$ cat src/rtl/ib_pkg.sv
// rtl/ib_pkg.sv - shared constants and helpers for the instruction-buffer prefetch stage
package ib_pkg;

    localparam int IB_LW_BYTES = 4;

    localparam logic [1:0] IB_SHIFT_0 = 2'd0;
    localparam logic [1:0] IB_SHIFT_1 = 2'd1;
    localparam logic [1:0] IB_SHIFT_2 = 2'd2;

    function automatic int ib_cnt_w(input int depth);
        return $clog2(depth + 1);
    endfunction

endpackage

$ cat src/rtl/ib_byte_queue.sv
// rtl/ib_byte_queue.sv - byte queue with head retire (0..2 bytes) and longword append
module ib_byte_queue
    import ib_pkg::*;
#(
    parameter int DEPTH_BYTES = 8,
    parameter int CW          = ib_cnt_w(DEPTH_BYTES)
) (
    input  logic          clk_i,
    input  logic          rst_i,
    input  logic          flush_i,
    input  logic [1:0]    shift_i,
    input  logic          fill_i,
    input  logic [31:0]   fill_data_i,
    input  logic [1:0]    fill_skip_i,
    output logic [CW-1:0] cnt_o,
    output logic [15:0]   head_o,
    output logic [1:0]    bvalid_o,
    output logic          err_o
);

    localparam int AW = $clog2(DEPTH_BYTES);

    logic [7:0]    q_q [DEPTH_BYTES];
    logic [7:0]    q_d [DEPTH_BYTES];
    logic [7:0]    fb  [IB_LW_BYTES];
    logic [CW-1:0] cnt_q, cnt_d, kept;
    logic [2:0]    sh_n, added;
    logic          shift_ok, err_q, err_d;

    always_comb begin
        case (shift_i)
            IB_SHIFT_0: sh_n = 3'd0;
            IB_SHIFT_1: sh_n = 3'd1;
            IB_SHIFT_2: sh_n = 3'd2;
            default:    sh_n = 3'd3;
        endcase
        shift_ok = (sh_n != 3'd3) && (CW'(sh_n) <= cnt_q);
        kept     = shift_ok ? cnt_q - CW'(sh_n) : cnt_q;
        err_d    = err_q | ~shift_ok;
        added    = fill_i ? 3'(IB_LW_BYTES) - {1'b0, fill_skip_i} : 3'd0;
        for (int k = 0; k < IB_LW_BYTES; k++) begin
            fb[k] = fill_data_i[8*k +: 8];
        end
        // Retire first, then append behind the surviving bytes.
        for (int i = 0; i < DEPTH_BYTES; i++) begin
            q_d[i] = q_q[i];
            if (shift_ok && (i + int'(sh_n)) < DEPTH_BYTES) begin
                q_d[i] = q_q[AW'(i + int'(sh_n))];
            end
        end
        for (int k = 0; k < IB_LW_BYTES; k++) begin
            if (k < int'(added) && (int'(kept) + k) < DEPTH_BYTES) begin
                q_d[AW'(int'(kept) + k)] = fb[2'(int'(fill_skip_i) + k)];
            end
        end
        cnt_d = kept + CW'(added);
        if (flush_i) begin
            cnt_d = '0;
            err_d = err_q;
        end
    end

    always_ff @(posedge clk_i or posedge rst_i) begin
        if (rst_i) begin
            cnt_q <= '0;
            err_q <= 1'b0;
            for (int i = 0; i < DEPTH_BYTES; i++) begin
                q_q[i] <= 8'h00;
            end
        end else begin
            cnt_q <= cnt_d;
            err_q <= err_d;
            for (int i = 0; i < DEPTH_BYTES; i++) begin
                q_q[i] <= q_d[i];
            end
        end
    end

    // Slots past the valid count may hold stale bytes, so lanes are masked.
    assign bvalid_o = {cnt_q >= CW'(2), cnt_q >= CW'(1)};
    assign head_o   = {bvalid_o[1] ? q_q[1] : 8'h00, bvalid_o[0] ? q_q[0] : 8'h00};
    assign cnt_o    = cnt_q;
    assign err_o    = err_q;

endmodule

$ cat src/rtl/ib_prefetch.sv
// rtl/ib_prefetch.sv - instruction-buffer prefetch: fetch control and address around the byte queue
module ib_prefetch
    import ib_pkg::*;
#(
    parameter int DEPTH_BYTES = 8
) (
    input  logic        buf_m_clk_l,
    input  logic        reset_h,
    input  logic        ld_pc_h,
    input  logic [31:0] pc_h,
    input  logic [1:0]  ib_shift_h,
    output logic        ib_req_h,
    output logic [29:0] ib_va_h,
    input  logic        mem_ack_h,
    input  logic [31:0] mem_data_h,
    output logic [15:0] xbuf_h,
    output logic [1:0]  ib_bvalid_h,
    output logic [3:0]  ib_cnt_h,
    output logic        ib_err_h
);

    localparam int CW = ib_cnt_w(DEPTH_BYTES);

    logic          fetching_q, fetching_d;
    logic          gap_q, gap_d;
    logic [29:0]   va_q, va_d;
    logic [1:0]    skip_q, skip_d;
    logic [CW-1:0] cnt;
    logic          fill;

    // Free space only grows while a request waits, so the decoded request stays up until ack.
    assign ib_req_h = fetching_q & ~gap_q & ((DEPTH_BYTES - int'(cnt)) >= IB_LW_BYTES);
    assign fill     = ib_req_h & mem_ack_h & ~ld_pc_h;

    always_comb begin
        fetching_d = fetching_q;
        gap_d      = 1'b0;
        va_d       = va_q;
        skip_d     = skip_q;
        if (ld_pc_h) begin
            fetching_d = 1'b1;
            gap_d      = 1'b1;
            va_d       = pc_h[31:2];
            skip_d     = pc_h[1:0];
        end else if (fill) begin
            va_d   = va_q + 30'd1;
            skip_d = 2'd0;
        end
    end

    always_ff @(posedge buf_m_clk_l or posedge reset_h) begin
        if (reset_h) begin
            fetching_q <= 1'b0;
            gap_q      <= 1'b0;
            va_q       <= '0;
            skip_q     <= '0;
        end else begin
            fetching_q <= fetching_d;
            gap_q      <= gap_d;
            va_q       <= va_d;
            skip_q     <= skip_d;
        end
    end

    ib_byte_queue #(.DEPTH_BYTES(DEPTH_BYTES)) u_queue (
        .clk_i       (buf_m_clk_l),
        .rst_i       (reset_h),
        .flush_i     (ld_pc_h),
        .shift_i     (ib_shift_h),
        .fill_i      (fill),
        .fill_data_i (mem_data_h),
        .fill_skip_i (skip_q),
        .cnt_o       (cnt),
        .head_o      (xbuf_h),
        .bvalid_o    (ib_bvalid_h),
        .err_o       (ib_err_h)
    );

    assign ib_va_h  = va_q;
    assign ib_cnt_h = 4'(cnt);

endmodule

$ cat config.mk
export PLATFORM = sky130hd
export DESIGN_NAME = ib_prefetch
export DESIGN_NICKNAME = d
export VERILOG_FILES = /design/src/rtl/ib_pkg.sv /design/src/rtl/ib_byte_queue.sv /design/src/rtl/ib_prefetch.sv
export SDC_FILE = /design/constraint.sdc
export NUM_CORES = 1
export LEC_CHECK = 0
export CORE_ASPECT_RATIO = 1.2
export CORE_MARGIN = 2
export CORE_UTILIZATION = 40
export CTS_CLUSTER_SIZE = 16
export DETAILED_ROUTE_END_ITERATION = 12
export SYNTH_ARGS = -nofsm -noshare
export SYNTH_HDL_FRONTEND = slang
export SYNTH_SLANG_ARGS = --single-unit
$ cat constraint.sdc
create_clock -name buf_m_clk_l -period 3.6 [get_ports buf_m_clk_l]
set_input_delay 0.54 -clock buf_m_clk_l [delete_from_list [all_inputs] [get_ports buf_m_clk_l]]
set_output_delay 0.54 -clock buf_m_clk_l [all_outputs]
set_load 0.01 [all_outputs]
Word level (Yosys, flattened, before mapping)
Cells that the tools add are included.
{"block": "totals", "regBits": 103, "input_bits": 70, "output_inout_bits": 54, "word_cells": 189}
{"block": "op_classes", "addsub": 18, "magnitude_cmp": 40, "eq_ne": 3, "mux": 71, "bitwise": 24, "reduce_logical": 19}
{"cell": "$lt 32x5->1 const B", "count": 10}
{"cell": "$mux 8", "count": 38}
{"cell": "$bwmux 64", "count": 4}
{"cell": "$mux 64", "count": 4}
{"cell": "$bmux 8 s3", "count": 8}
{"cell": "$demux 8 s3", "count": 4}
{"cell": "$bmux 8 s2", "count": 4}
{"cell": "$mux 30", "count": 2}
{"cell": "$ge 3x4->1 const B", "count": 12}
{"cell": "$not 3->3", "count": 11}
{"cell": "$add 30x1->30 const B", "count": 1}
{"cell": "$logic_and 1x1->1", "count": 17}
{"cell": "$add 3x2->4 const A", "count": 4}
{"cell": "$ge 2x3->1 const B", "count": 4}
{"cell": "$lt 3x1->1 const B", "count": 4}
{"cell": "$add 4x2->5 const B", "count": 2}
{"cell": "$mux 4", "count": 2}
{"cell": "$not 2->2", "count": 4}
{"cell": "$add 2x2->3 const A", "count": 2}
{"cell": "$lt 1x3->1 const A", "count": 2}
{"cell": "$lt 2x3->1 const A", "count": 2}
{"cell": "$pmux 2 s3", "count": 1}
{"cell": "$add 4x1->5 const B", "count": 1}
{"cell": "$ge 5x4->1 const B", "count": 1}
{"cell": "24 further kinds", "count": 31}

Depth between registers and ports, before layout
Gate-level depths: netlist (run 1).
{"block": "logic_depth", "word_depth": 18, "depth_mapped": 19, "mapped_depth_nobuf": 15}

Hierarchy
Synthesis (run 1) repeated with hierarchy kept, for this count alone.
{"block": "unflattened", "hier_cells": 852, "area_unflattened_um2": 8211.6}
{"mod": "ib_byte_queue", "instances": 1, "cells_per_inst": 604, "area_per_inst_um2": 6047.0, "seq_area_each_um2": 1726.7}
{"mod": "ib_prefetch", "instances": 1, "cells_per_inst": 248, "area_per_inst_um2": 2164.6, "seq_area_each_um2": 850.8}

Least setup slack after synthesis (run 1)
Ideal clock, no wire load.
{"block": "synth_timing", "path_kind": "input to register", "from": "input port ib_shift_h[0]", "to": "register u_queue.q_q[63] in the netlist's numbering", "setup_time_ns": 0.125, "arrival_time_ns": 4.920, "required_ns": 3.475, "slack_ns": -1.445, "path_stages": 17, "path_cell_list": "clkbuf_1 > inv_2 > ha_1 > or2_2 > clkbuf_1 > buf_1 > fa_1 > nor3b_4 > a211o_1 > and2_1 > buf_4 > ha_1 > or3_1 > o21a_1 > nor4_4 > mux2i_1 > mux2_4"}
{"item": "from (decl)", "line_no": "ib_prefetch.sv:11", "rtl": "input logic [1:0] ib_shift_h,"}
{"item": "to (signal, indexed assignment)", "line_no": "ib_byte_queue.sv:74", "rtl": "q_q[i] <= q_d[i];"}
{"item": "to (decl)", "line_no": "ib_byte_queue.sv:23", "rtl": "logic [7:0] q_q [DEPTH_BYTES];"}

==> results_dict.tcl, run 1 <==
set metrics [dict create \
    cts_max_level 3 \
    dr_wl_met3_um 1400 \
    synth-edff-count 0 \
    ys_ff_latch 103 \
    num_vias 7638 \
    power.density_nw_per_um2 696 \
    netlist_instances 906 \
    status "completed" \
    synth_top_area_cell "dfrtp_1" \
    hold_class "in2reg" \
    initial_core_util_pct 40.4 \
    final-setup-viol-count 0 \
    io_pins 124 \
    place_ws_ns -0.643 \
    clkTransAtPathRegs_ns 0.08 \
    yosysTopAreaCellShare_pct 30.7 \
    routed_via_density 5.58 \
    final_layout_size_suffix_gt1_share_pct 22.4 \
    rsz0062_at_grt "false" \
    synthToLayoutAreaGrowth_pct 32.9 \
    period_share_pct 96.5 \
    dr_wl_met2_um 12500 \
    clock-sinks 103 \
    synth_ff_type "dfrtp_1" \
    drc_errors 0 \
    critPathKind "in2reg" \
    critPathMaxFanout 4 \
    syn_area_per_cell_um2 9.26 \
    p_leak_uw 0.00456 \
    placement.cell_area_um2 10700 \
    crit_start "ib_shift_h[0]" \
    first_iter_violations 483 \
    die_x_um 136 \
    overflow 0 \
    grt_pass1_wl_um 41300 \
    crit_required_ns 3.85 \
    core-area_um2 20800 \
    hold_viol 0 \
    rows 58 \
    peakVddDrop_mv 0.274 \
    clk_path_buf_depth 2 \
    track_usage_pct 23.5 \
    synth.distinct_cells 68 \
    grt_max_degree 67 \
    mostFrequentLayoutCells "120 x clkdlybuf4s50_1, 115 x nand2_1, 103 x dfrtp_1, 103 x buf_4, 89 x mux2i_1" \
    worst_slack_ns 0.124 \
    finClkSkew_ns 0.0132 \
    diodes 0 \
    fin_crit_ns 3.48 \
    die_area_um2 22200 \
    async_flop_share_pct 100 \
    ant_nets 0 \
    synth.net_count 990 \
    antenna_found_initial 0 \
    worstHoldStart "ld_pc_h" \
    synth.area.top_cells "dfrtp_1 31%, mux2i_1 11%, mux4_2 10%, nand2_1 5.1%, mux2_2 4.2%" \
    grt_pass1_vias 7662 \
    gp_congestion 0.819 \
    ys_warn_count 0 \
    hold_slack_ns 0.475 \
    routedWlPerCell_um 18.5 \
    syn-cell-area_um2 8390 \
    final_common_cell "clkdlybuf4s50_1" \
    slew_viol_final 0 \
    power_uw 7770 \
    fin_area_um2 11200 \
    tightest_slew_ns 0.763 \
    cts_tree "done" \
    yosysSeqAreaShare_pct 30.7 \
    drv_cap 0 \
    routed_wl_um 25300 \
    clock_latency_ns 0.36 \
    fin_nets 1179 \
    cp-end-kind "flop" \
    dr.pass1.iters 5 \
    r2r-start "u_queue.cnt_o[0]" \
    wl_met1_um 11000 \
    top_layer "met4" \
    relSlewSlack_pct 49.2 \
    hpwl_um 19600 \
    worstPathArrival_ns 3.72 \
    final_util_pct 53.7 \
    cts_made_buffers 9 \
    fmax_mhz 288 \
    io_buffers 123 \
    clk_root_buffer_cell "clkbuf_16" \
    crit_path_start_kind "input port" \
    die_h_um 163 \
]
[state kept, by name, summed over array words and instances, names as in the netlist]
signal,cells
u_queue.err_o,1
gap_q,1
u_queue.cnt_o,4
skip_q,2
u_queue.q_q,64
ib_va_h,30
fetching_q,1
[cells by family (layout without fill, tap and decap cells)]
group | Yosys count | after routing | share of synthesized area, %
buffers and inverters | 87 | 281 | 4.32
DFF | 103 | 103 | 30.7
muxes | 164 | 164 | 25.9
and+or+nand+nor | 278 | 278 | 16.5
AOI/OAI and AO/OA | 227 | 227 | 17.0
xor gates and xnor gates | 32 | 32 | 3.34
adders and majority gates | 15 | 15 | 2.30
[synth_stat cells, types with 3 or more instances]
| cell type | number |
|---|---|
| nand2_1 | 115 |
| or3_1 | 5 |
| or4_1 | 4 |
| a21oi_1 | 52 |
| clkinv_1 | 3 |
| mux2i_1 | 89 |
| or2_2 | 3 |
| buf_2 | 10 |
| mux2_1 | 4 |
| a22oi_1 | 6 |
| mux4_2 | 38 |
| and2_1 | 16 |
| nand4_1 | 10 |
| inv_1 | 22 |
| ha_1 | 13 |
| mux2_2 | 31 |
| o22ai_1 | 24 |
| buf_1 | 9 |
| a21o_1 | 3 |
| o31ai_1 | 4 |
| o21ai_0 | 50 |
| a31oi_1 | 34 |
| nand3_1 | 16 |
| and3_1 | 7 |
| xor2_1 | 12 |
| o2bb2ai_1 | 5 |
| o211ai_1 | 6 |
| nor2b_1 | 13 |
| clkbuf_1 | 37 |
| xnor2_1 | 20 |
| dfrtp_1 | 103 |
| a32oi_1 | 6 |
| nor4_4 | 4 |
| nand2b_1 | 3 |
| a22o_1 | 6 |
| nor3_1 | 16 |
| o21a_1 | 15 |
| nor2_1 | 53 |
[final timing paths]
| path | end | depth (start not counted) | slack (ns) |
|---|---|---|---|
| setup / recovery | u_queue.q_q[47] | 17 | 0.12 |
| hold / removal | u_queue.cnt_o[0] | 2 | 0.48 |
| setup reg to reg | u_queue.q_q[54] | 12 | 0.31 |
| hold reg to reg | u_queue.err_o | 1 | 0.49 |
| max in group asynchronous | u_queue.q_q[1] | 3 | 2.10 |
| min in group asynchronous | u_queue.cnt_o[0] | 2 | 0.64 |
[report_power, final]
part           switching, µW  internal (µW)  leakage (µW)
sequential               429           1520       0.00128
combinational           2300           2430       0.00313
clock                    531            562      0.000157
[cell type report]
cell class | count | area [µm²]
Timing Repair Buffer | 237 | 2200
Clock inverter | 7 | 95.1
Sequential cell | 103 | 2580
Multi-Input combinational cell | 716 | 5590
Fill cell | 1951 | 9600
Inverter | 28 | 120
Clock buffer | 9 | 225
Tap cell | 270 | 338
[timing repair]
item,4_1_cts,5_1_grt
buffers inserted,3,2
setup endpoints to repair,32,32
gates resized for setup,12,10
gates cloned,0,0
hold buffers,0,0
pin swaps,5,9
[layer usage]
| layer | track usage [%] | vias up |
|---|---|---|
| met5 | 0 | - |
| met4 | 5.16 | 0 |
| met3 | 4.73 | 27 |
| met2 | 40.3 | 217 |
| met1 | 30.5 | 3663 |
| li1 | - | 3731 |
[metrics by stage]
| step | TNS, ns | std cells |
|---|---|---|
| finish | 0 | 1370 |
| global route | 0 | 1370 |
| CTS | 0 | 1369 |
| floorplan | -11.22 | 906 |
| detailed placement | -18.08 | 1350 |
| global placement | -17.22 | 1350 |
[critical path: stages]
cell and delay (ns):
clkdlybuf4s15_2 0.18, buf_6 0.13, ha_4 0.15, or2_4 0.25, buf_4 0.15, inv_2 0.07
ha_4 0.21, buf_4 0.13, nor2b_1 0.14, o41ai_2 0.36, buf_4 0.18, o211ai_1 0.15
buf_4 0.20, or3_1 0.36, nor2_1 0.15, a221oi_1 0.10, mux2_2 0.27
Power figures use the tool's default switching activity.
==> inputs of run 2 (changes only) <==
- PLACE_DENSITY: unset -> 0.62
==> run 2 against run 1 <==
Net effect: final cell count about the same; non-clock buffer count increased by 2; sequential power about the same; setup slack improved by 0.0088 ns; register-to-register slack got worse by 0.04 ns; clock-buffer cell count unchanged; largest cell class unchanged; global-route usage decreased by 0.28 points; critical path depth decreased by 2.
==> results_dict.tcl, run 2 (synthesis gave the netlist of run 1 again) <==
set metrics [dict create \
    initial_core_util_pct 40.4 \
    critPathMaxFanout 8 \
    grt_pass1_wl_um 40900 \
    slowest_stage "or4_4" \
    die_area_um2 22200 \
    io_pins 124 \
    mostFrequentLayoutCells "120 x clkdlybuf4s50_1, 115 x nand2_1, 103 x dfrtp_1" \
    antenna_found_initial 0 \
    drc_errors 0 \
    cpMostUsedCell "ha_4" \
    stdcell_count 1371 \
    finClkSkew_ns 0.0157 \
    routed_via_density 5.62 \
    ant_nets 0 \
    cts_made_buffers 9 \
    grt_pass1_vias 7727 \
    relSlewSlack_pct 50.5 \
    final-setup-viol-count 0 \
    slew_viol_final 0 \
    period_share_pct 96.3 \
    synthToLayoutAreaGrowth_pct 32.6 \
    num_vias 7707 \
    largest_reg_flops 64 \
    cp-end-kind "flop" \
    placement.cell_area_um2 10800 \
    worst_slack_ns 0.133 \
    p_int_uw 4410 \
    regArea_um2 2580 \
    gp_congestion 0.843 \
    multi_input_area_um2 5580 \
    fin_area_um2 11100 \
    overflow 0 \
    post-place-cells 1351 \
    fin_nets 1181 \
    power.density_nw_per_um2 686 \
    diodes 0 \
    power_uw 7630 \
    crit_path_start_kind "input port" \
    swShare_pct 42.2 \
    drv_cap 0 \
    clk_path_buf_depth 2 \
    clkPwrFrac_pct 12.9 \
    die_x_um 136 \
    routed_wl_um 25000 \
    slowest_delay_ns 0.48 \
    hold_buffers 0 \
    rows 58 \
    core-area_um2 20800 \
    clock-sinks 103 \
    routedWlPerCell_um 18.2 \
    clock_latency_ns 0.37 \
    cts_max_level 3 \
    worstPathArrival_ns 3.75 \
    cts_tree "done" \
    regMostFlops "u_queue.q_q" \
    fin_crit_ns 3.47 \
    rsz0062_at_grt "false" \
    fmax_mhz 288 \
    peakVddDrop_mv 0.312 \
    p_seq_share_pct 25.4 \
    grt_max_degree 56 \
    p_leak_uw 0.00458 \
    place_ws_ns -0.648 \
    final_layout_size_suffix_gt1_share_pct 22.3 \
    track_usage_pct 23.2 \
    hold_viol 0 \
    switchingPower_uw 3220 \
    status "completed" \
    clk_root_buffer_cell "clkbuf_16" \
    tightest_slew_ns 0.740 \
    first_iter_violations 404 \
    die_h_um 163 \
    critPathKind "in2reg" \
    cp_cell_sequence "buf_2, buf_6, ha_4, or2_4, fa_2, nor3b_4, a211o_1, and2_4, ha_4, or3_4, o21a_4, or4_4, buf_8, mux2i_1, a21oi_1" \
    p_comb_share_pct 61.7 \
    n_fill_cell 1929 \
    dr.pass1.iters 5 \
    clkTransAtPathRegs_ns 0.08 \
    hold_class "reg2reg" \
    hpwl_um 19100 \
    crit_required_ns 3.88 \
    io_buffers 123 \
    final_common_cell "clkdlybuf4s50_1" \
]
## run 2: critical path, delay by kind of cell
| kind | cells | cell delay, ns |
|---|---|---|
| simple gates | 5 | 1.45 |
| fa+ha+maj | 3 | 0.64 |
| compound gates | 3 | 0.58 |
| buf+inv | 3 | 0.39 |
| mux | 1 | 0.11 |
## run 2: worst paths after layout
kind	cells after the start	end	slack [ns]	start
worst max register to register	13	u_queue.q_q[55]	0.27	u_queue.cnt_o[0]
worst min register to register	1	u_queue.err_o	0.50	u_queue.err_o
worst max-delay path	15	u_queue.q_q[55]	0.13	ib_shift_h[0]
min in group asynchronous	2	u_queue.cnt_o[3]	0.62	reset_h
worst min-delay path	1	u_queue.err_o	0.50	u_queue.err_o
max in group asynchronous	3	u_queue.q_q[48]	2.23	reset_h
## run 2: routing by layer
layer | GRT usage [%] | wire, µm
met1 | 30.5 | 10900
met4 | 5.49 | 362
met2 | 39.6 | 12500
met3 | 4.20 | 1270
met5 | 0 | 0
## run 2: timing repair
item	CTS	global route
setup endpoints to repair	32	24
pin swaps	7	7
buffers inserted	4	1
gates cloned	0	0
gates resized for setup	15	6
## run 2: metrics by stage
stage / setup TNS [ns] / util (%) / hold slack (ns)
2_1_floorplan: -11.22 / - / 0.466
3_3_place_gp: -17.14 / 51.8 / 0.460
3_5_place_dp: -18.92 / 51.8 / 0.474
4_1_cts: 0 / 53.4 / 0.495
5_1_grt: 0 / 53.6 / 0.522
6_report: 0 / 53.6 / 0.497
## run 2: power groups by stage
stage	Combinational [µW]	Clock, µW	Sequential [µW]
CTS	4680	1000	1930
global route	5120	1040	1990
finish	4710	983	1940
global placement	4550	0	1940
detailed placement	4610	0	1950
floorplan	2860	0	1830
## run 2: area by class of cell
type	instances	share of cell area [%]
Inverter	28	1.08
Clock buffer	9	2.02
Clock inverter	6	0.450
Timing Repair Buffer	239	20.1
Multi-Input combinational cell	716	50.1
Tap cell	270	3.04
Sequential cell	103	23.2
==> inputs of run 3 (changes only) <==
- CTS_CLUSTER_DIAMETER: unset -> 40
- REMOVE_ABC_BUFFERS: unset -> 1
==> run 3 against run 2 <==
Net effect: final area shrank 0.98%; sequential power is essentially flat; critical endpoint is now u_queue.q_q[51]; largest cell class unchanged; setup slack gained 0.0097 ns; flip-flop and latch count is the same; worst hold slack lost 0.0015 ns; sequential share of layout area grew 0.23 points; largest power group unchanged; die area is the same; non-clock buffer count shrank 3; routed wire length grew 0.90%.
==> results_dict.tcl, run 3 (synthesis gave the netlist of run 1 again) <==
set metrics [dict create \
    cp_cell_sequence "buf_6, inv_2, ha_2, or2_4, fa_2, nand2b_1, a21oi_2, or2_4, inv_6, ha_2, or3_4, o21a_1, or4_1, buf_6, mux2i_1, a21oi_1" \
    cts_made_buffers 9 \
    use_met3_pct 4.26 \
    finClkSkew_ns 0.0128 \
    swShare_pct 41.6 \
    crit_path_start_kind "input port" \
    hpwl_um 19400 \
    p_seq_share_pct 25.7 \
    overflow 0 \
    diodes 0 \
    drv_cap 0 \
    clkTransAtPathRegs_ns 0.07 \
    fmax_mhz 289 \
    first_iter_violations 527 \
    peakVddDrop_mv 0.340 \
    num_vias 7719 \
    grt.busiest_layer "met2" \
    post-place-cells 1352 \
    critPathKind "in2reg" \
    track_usage_pct 23.5 \
    final-setup-viol-count 0 \
    gp_congestion 0.923 \
    hold_viol 0 \
    fin_nets 1178 \
    rows 58 \
    die_x_um 136 \
    cts_max_level 3 \
    relSlewSlack_pct 54.0 \
    antenna_found_initial 0 \
    routed_wl_um 25200 \
    regMostFlops "u_queue.q_q" \
    p_int_uw 4420 \
    mostFrequentLayoutCells "120 x clkdlybuf4s50_1, 115 x nand2_1, 103 x dfrtp_1, 103 x buf_4, 89 x mux2i_1" \
    die_area_um2 22200 \
    grtUsageMet2_pct 38.7 \
    cp-end-kind "flop" \
    status "completed" \
    cts_tree "done" \
    final_layout_size_suffix_gt1_share_pct 21.3 \
    hold_class "reg2reg" \
    clock-sinks 103 \
    power.density_nw_per_um2 686 \
    worstPathArrival_ns 3.74 \
    die_h_um 163 \
    period_share_pct 96.0 \
    dr.pass1.iters 5 \
    routedWlPerCell_um 18.4 \
    io_pins 124 \
    fin_crit_ns 3.46 \
    fin_area_um2 11000 \
    critPathMaxFanout 8 \
    placement.cell_area_um2 10700 \
    slowest_delay_ns 0.55 \
    stdcell_count 1369 \
    p_comb_share_pct 60.4 \
    switchingPower_uw 3140 \
    grt_pass1_wl_um 41000 \
    slowest_stage "fa_2" \
    synthToLayoutAreaGrowth_pct 31.3 \
    drc_errors 0 \
    ant_nets 0 \
    slew_viol_final 0 \
    clock_latency_ns 0.36 \
    io_buffers 123 \
    clkPwrFrac_pct 13.9 \
    largest_reg_flops 64 \
    grt_max_degree 71 \
    core-area_um2 20800 \
    grt_util_met1_pct 31.8 \
    grt_pass1_vias 7522 \
    clk_path_buf_depth 2 \
    rsz0062_at_grt "false" \
    final_common_cell "clkdlybuf4s50_1" \
    initial_core_util_pct 40.4 \
    crit_required_ns 3.88 \
    tightest_slew_ns 0.683 \
    clk_root_buffer_cell "clkbuf_16" \
    routed_via_density 5.64 \
    p_leak_uw 0.00454 \
    hold_buffers 0 \
]
run 3: critical path: cells and delay by family:
| kind | cells | cell delay, ns |
|---|---|---|
| buf+inv | 4 | 0.37 |
| fa+ha+maj | 3 | 0.90 |
| mux | 1 | 0.12 |
| simple gates | 5 | 1.36 |
| compound gates | 3 | 0.44 |
run 3: metal layers:
layer	vias up	wire, µm
met5	-	0
met2	242	12100
met4	0	468
met1	3715	11200
met3	28	1430
li1	3734	-
run 3: metrics by stage:
stage | setup TNS (ns) | util, % | setup slack [ns] | total power (µW) | hold WS, ns
2_1_floorplan | -24.97 | - | -0.902 | 4440 | 0.466
6_report | 0 | 53.1 | 0.143 | 7560 | 0.496
5_1_grt | 0 | 53.1 | 0.0388 | 8090 | 0.521
4_1_cts | 0 | 53.0 | 0.00948 | 7520 | 0.487
3_3_place_gp | -30.20 | 51.4 | -1.01 | 6350 | 0.463
3_5_place_dp | -32.06 | 51.4 | -1.07 | 6400 | 0.467
run 3: what timing repair did:
action,4_1_cts,5_1_grt
setup endpoints to repair,34,27
gates resized for setup,15,11
pin swaps,2,4
setup buffers,1,0
run 3: layout make-up:
class,instances,area (µm²)
Clock buffer,11,243
Clock inverter,5,66.3
Fill cell,1957,9740
Inverter,28,113
Multi-Input combinational cell,716,5500
Sequential cell,103,2580
Tap cell,270,338
Timing Repair Buffer,236,2190
run 3: power groups by stage:
stage / Combinational (µW) / Clock [µW] / Sequential [µW]
floorplan: 2570 / 0 / 1870
global placement: 4410 / 0 / 1930
detailed placement: 4460 / 0 / 1940
CTS: 4520 / 1080 / 1920
global route: 4990 / 1130 / 1980
finish: 4570 / 1050 / 1940
run 3: final timing paths:
| path | start | endpoint | slack [ns] | depth (start not counted) |
|---|---|---|---|---|
| worst min-delay path | u_queue.err_o | u_queue.err_o | 0.50 | 1 |
| min in group asynchronous | reset_h | ib_va_h[26] | 0.61 | 2 |
| worst max register to register | u_queue.cnt_o[0] | u_queue.q_q[51] | 0.24 | 14 |
| worst max-delay path | ib_shift_h[0] | u_queue.q_q[51] | 0.14 | 16 |
| max in group asynchronous | reset_h | fetching_q | 2.18 | 3 |
| worst min register to register | u_queue.err_o | u_queue.err_o | 0.50 | 1 |
